--- config.mk ---
export PLATFORM = sky130hd
export DESIGN_NAME = fetch_unit
export DESIGN_NICKNAME = d
export VERILOG_FILES = /design/src/rtl/definitions.sv /design/src/rtl/fetch_unit_lut_target.sv /design/src/rtl/fetch_unit.sv
export SDC_FILE = /design/constraint.sdc
export NUM_CORES = 1
export LEC_CHECK = 0
export BUFFER_PORTS_ARGS = -buffer_cell sky130_fd_sc_hd__buf_2
export CAP_MARGIN = 10
export CELL_PAD_IN_SITES_DETAIL_PLACEMENT = 2
export CELL_PAD_IN_SITES_GLOBAL_PLACEMENT = 2
export CORE_ASPECT_RATIO = 1.4
export CORE_MARGIN = 2
export CORE_UTILIZATION = 32
export CTS_BUF_LIST = sky130_fd_sc_hd__clkbuf_4
export CTS_CLUSTER_DIAMETER = 100
export CTS_CLUSTER_SIZE = 24
export DETAILED_ROUTE_END_ITERATION = 10
export PLACE_DENSITY = 0.91
export SLEW_MARGIN = 20
export SYNTH_ARGS = -nofsm -noshare
export SYNTH_HDL_FRONTEND = slang
export SYNTH_SLANG_ARGS = --single-unit
--- constraint.sdc ---
create_clock -name CLK -period 2.3 [get_ports CLK]
set_clock_uncertainty 0.1 [all_clocks]
set_input_delay 0.345 -clock CLK [delete_from_list [all_inputs] [get_ports CLK]]
set_output_delay 0.345 -clock CLK [all_outputs]
set_load 0.02 [all_outputs]
--- src/rtl/definitions.sv ---
// Shared constants and types for the fetch stage and the downstream decoder/ALU.
// Holds the opcode set, the HALT encoding, the fetch FSM states and the branch-target table.
package definitions;

    localparam int kPcW     = 10;
    localparam int kInstrW  = 9;
    localparam int kLutIdxW = 4;
    localparam int kCntW    = 16;

    // Opcodes are 3 bits in the instruction; only [2:0] is compared.
    localparam logic [3:0] kJ   = 4'b0110;
    localparam logic [3:0] kBRE = 4'b0100;

    localparam logic [kInstrW-1:0] kHALT = 9'h1FF;

    typedef enum logic [1:0] {
        IDLE = 2'd0,
        RUN  = 2'd1,
        DONE = 2'd2
    } fetch_state_t;

    typedef logic [2**kLutIdxW-1:0][kPcW-1:0] branch_lut_t;

    // Default table: entry i points at address 16*i.
    function automatic branch_lut_t init_branch_lut();
        branch_lut_t lut;
        for (int i = 0; i < 2**kLutIdxW; i++) begin
            lut[i] = kPcW'(16 * i);
        end
        return lut;
    endfunction

    localparam branch_lut_t kBranchLut = init_branch_lut();

endpackage

--- src/rtl/fetch_unit_lut_target.sv ---
// Combinational branch-target ROM: maps a LUT index from the instruction to a fetch address.
module lut_target
    import definitions::*;
#(
    parameter int PC_W      = kPcW,
    parameter int LUT_IDX_W = kLutIdxW
) (
    input  logic [LUT_IDX_W-1:0] i_idx,
    output logic [PC_W-1:0]      o_target
);

    assign o_target = PC_W'(kBranchLut[i_idx]);

endmodule

--- src/rtl/fetch_unit.sv ---
// Instruction fetch: program counter, J/BRE predecode with LUT redirect,
// start/halt/done sequencing and a saturating retired-instruction counter.
module fetch_unit
    import definitions::*;
#(
    parameter int                  PC_W      = kPcW,
    parameter int                  INSTR_W   = kInstrW,
    parameter int                  LUT_IDX_W = kLutIdxW,
    parameter int                  CNT_W     = kCntW,
    parameter logic [INSTR_W-1:0]  HALT_ENC  = kHALT
) (
    input  logic               CLK,
    input  logic               Reset,
    input  logic               Start,
    input  logic [PC_W-1:0]    StartAddr,
    input  logic [INSTR_W-1:0] InstrIn,
    input  logic               BranchFlag,
    input  logic               Stall,
    output logic [PC_W-1:0]    InstAddr,
    output logic               Valid,
    output logic               Done,
    output logic [CNT_W-1:0]   InstrCount
);

    fetch_state_t       r_state;
    fetch_state_t       w_state_nxt;
    logic [PC_W-1:0]    r_pc;
    logic [PC_W-1:0]    w_pc_nxt;
    logic [PC_W-1:0]    w_target;
    logic               r_done;
    logic [CNT_W-1:0]   r_count;
    logic               w_valid;
    logic               w_start_acc;
    logic               w_is_halt;
    logic               w_take;
    logic [2:0]         w_opcode;

    assign w_opcode  = InstrIn[INSTR_W-1 -: 3];
    assign w_is_halt = (InstrIn == HALT_ENC);
    assign w_take    = (w_opcode == kJ[2:0]) ||
                       ((w_opcode == kBRE[2:0]) && BranchFlag);

    lut_target #(
        .PC_W      (PC_W),
        .LUT_IDX_W (LUT_IDX_W)
    ) u_lut_target (
        .i_idx    (InstrIn[LUT_IDX_W-1:0]),
        .o_target (w_target)
    );

    // InstrIn is only consulted in RUN, so garbage on the bus while idle is harmless.
    always_comb begin
        w_state_nxt = r_state;
        w_pc_nxt    = r_pc;
        w_valid     = 1'b0;
        w_start_acc = 1'b0;
        case (r_state)
            IDLE, DONE: begin
                if (Start) begin
                    w_state_nxt = RUN;
                    w_pc_nxt    = StartAddr;
                    w_start_acc = 1'b1;
                end
            end
            RUN: begin
                // Stall outranks HALT, which outranks the opcode decode (0x1FF is also opcode 111).
                if (!Stall) begin
                    if (w_is_halt) begin
                        w_state_nxt = DONE;
                    end else begin
                        w_valid  = 1'b1;
                        w_pc_nxt = w_take ? w_target : r_pc + PC_W'(1);
                    end
                end
            end
            default: begin
                w_state_nxt = IDLE;
            end
        endcase
    end

    always_ff @(posedge CLK or posedge Reset) begin
        if (Reset) begin
            r_state <= IDLE;
            r_pc    <= '0;
            r_done  <= 1'b0;
            r_count <= '0;
        end else begin
            r_state <= w_state_nxt;
            r_pc    <= w_pc_nxt;
            r_done  <= (w_state_nxt == DONE);
            if (w_start_acc) begin
                r_count <= '0;
            end else if (w_valid && (r_count != {CNT_W{1'b1}})) begin
                r_count <= r_count + CNT_W'(1);
            end
        end
    end

    assign InstAddr   = r_pc;
    assign Valid      = w_valid & ~Reset;
    assign Done       = r_done;
    assign InstrCount = r_count;

endmodule

==> impl_metrics.json <==
{
  "outcome": "complete, but fails checks",
  "failed_checks": "hold timing",
  "postRouteAntennaNets": 0,
  "syn_area_sq_um": 1850,
  "cts.sinks": 29,
  "clock_path_buffers": 2,
  "drc": 0,
  "max-cap-violations": 0,
  "cts_hold_buf": 0,
  "crit_required_ns": 1.86,
  "antenna_found_initial": 0,
  "slowest_delay_ns": 0.45,
  "postCtsSetupRepairBufs": 0,
  "arrival_ns": 1.66,
  "final_cell_mix": "buf_2, dfrtp_1, nand2_1, a21oi_1",
  "via_per_inst": 5.93,
  "synth_top_flop_cell": "dfrtp_1",
  "dp_hpwl_um": 4980,
  "place_congestion": 0.796,
  "end_kind": "primary output",
  "die-height_um": 94.0,
  "grt_pass1_wl_um": 11000,
  "root_buffer": "clkbuf_4",
  "grt_util_all_layers": 0.228,
  "first_pass_iters": 4,
  "rsz0062_at_grt": "no",
  "hold_slack_ns": -0.00358,
  "crit_family": "flip-flops",
  "slew_viol_final": 0,
  "mostFrequentLayoutCell": "buf_2",
  "path_max_fanout": 27,
  "power_leakage_nw": 0.992,
  "syn2layout_area_growth_pct": 23.5,
  "clkTransAtPathRegs_ns": 0.09,
  "insertion_delay_ns": 0.33,
  "finalHoldViolations": 14,
  "relSlewSlack": 0.590,
  "drt-total-wl_um": 6600,
  "yosysSeqAreaShare": 0.392,
  "synth_edf_count": 0,
  "initial_utilization": 0.333,
  "coreArea_sq_um": 5570,
  "cts_resized": 0,
  "synthCells": 205,
  "fin_util": 0.411,
  "rows": 32,
  "cp_cell_sequence": "nor3b_1 > o31ai_2 > buf_12 > nor2_1 > buf_2",
  "rrSetupSlack_ns": 0.23,
  "vias": 1962,
  "syn_nets": 231,
  "n_antenna_cell": 0,
  "fin_cells": 331,
  "cts_buffers": 5,
  "peakVddDrop_v": 0.000323,
  "synth-seq-cells": 29,
  "rr_startpoint": "r_state[0]",
  "yosysWarningCount": 0,
  "grt.overflow.total": 0,
  "fin_setup_tns_ns": 0,
  "wire_per_inst_um": 19.9,
  "drt_iter0_markers": 121,
  "die_area_sq_um": 6420,
  "ioPinCount": 52,
  "rr_endpoint": "InstrCount[15]",
  "worst-path-buf-inv": 2,
  "fmax_ghz": 0.475,
  "cp_slowest_cell": "dfrtp_1",
  "min_period_ns": 2.10,
  "cts_tree": "yes",
  "grt_max_degree": 30,
  "place.port_buffers": 51,
  "crit_path_start_kind": "flip-flop",
  "avgSynthCellArea_sq_um": 9.03,
  "async_flop_share": 1.00,
  "dpl.cell_count": 323,
  "p_per_area_nw_per_um2": 833,
  "hold_path_class": "input pin to asynchronous set/reset pin",
  "worstSetupPathType": "flip-flop to primary output",
  "fin_crit_sh": 0.915,
  "fin_nets": 288,
  "r2r_cells": 5,
  "drive_gt1_frac": 0.285,
  "grt_pass1_vias": 2207,
  "dieWidth_um": 68.3,
  "tightest_slew_ns": 0.610,
  "synthDistinctLibCells": 41,
  "setup_viol": 0,
  "htreeDepth": 2
}
[where the power goes]
group          internal, W  switching [W]
Sequential        0.000618       0.000195
Combinational     0.000299       0.000446
Clock             0.000157       0.000188
Total              0.00107       0.000829
[cell usage after synthesis, types with 5 or more instances]
cell      count  share of area
a21oi_1      14          0.038
or4_1         9          0.037
o31ai_1      12          0.049
o21ai_0       6          0.016
nand3_1      11          0.030
a31oi_1       5          0.017
nand2_1      25          0.051
dfrtp_1      29           0.39
nand2b_1      7          0.024
o211ai_1      5          0.020
nand4_1       9          0.030
[registers in the layout, summed over array words and instances (netlist names)]
signal,flops
Done,1
InstAddr,10
InstrCount,16
r_state,2
[tightest hold or removal path, stage by stage]
cell and delay (ns):
buf_2 0.10, inv_1 0.05, buf_4 0.36
[logic make-up (layout without fill, tap and decap cells)]
logic type,count (synthesis),count (layout),share of synthesized area
and+or+nand+nor,91,91,0.279
AOI/OAI and AO/OA,62,62,0.231
DFF,29,29,0.392
buffers and inverters,14,72,0.0426
muxes,6,6,0.0372
adders and majority gates,2,2,0.0135
xor gates and xnor gates,1,1,0.00473
[per-layer routing]
metal  up-vias  part of all wire  GRT usage
li1        911                 -          -
met1       988              0.41      0.258
met2        54              0.55      0.421
met3         9             0.035     0.0396
met4         0             0.012     0.0650
met5         -                 0          0
[stage by stage]
step / total power [W] / worst slack, ns / hold WS (ns) / cell area (sq um)
2_1_floorplan: 0.00125 / 0.206 / 0.323 / 1850
3_3_place_gp: 0.00152 / 0.327 / 0.360 / 2220
3_5_place_dp: 0.00158 / 0.235 / 0.368 / 2220
4_1_cts: 0.00193 / 0.174 / 0.000283 / 2280
5_1_grt: 0.00205 / 0.0563 / 0.0139 / 2280
6_report: 0.00190 / 0.196 / -0.00358 / 2280
[worst max-delay path by stage]
stage                   from              to  cells after the start
2_1_floorplan  InstrCount[0]   InstrCount[3]                      6
3_3_place_gp      InstrIn[0]     InstAddr[0]                      5
3_5_place_dp           Stall  InstrCount[15]                      6
4_1_cts           r_state[0]           Valid                      5
5_1_grt           r_state[0]  InstrCount[15]                      5
6_report          r_state[0]           Valid                      5
[final cells by class]
type / instances / area [sq um]
Clock buffer: 8 / 60.1
Fill cell: 658 / 3280
Inverter: 4 / 15.0
Multi-Input combinational cell: 162 / 1050
Sequential cell: 29 / 726
Tap cell: 68 / 85.1
Timing Repair Buffer: 60 / 348
Power figures use the tool's default switching activity.
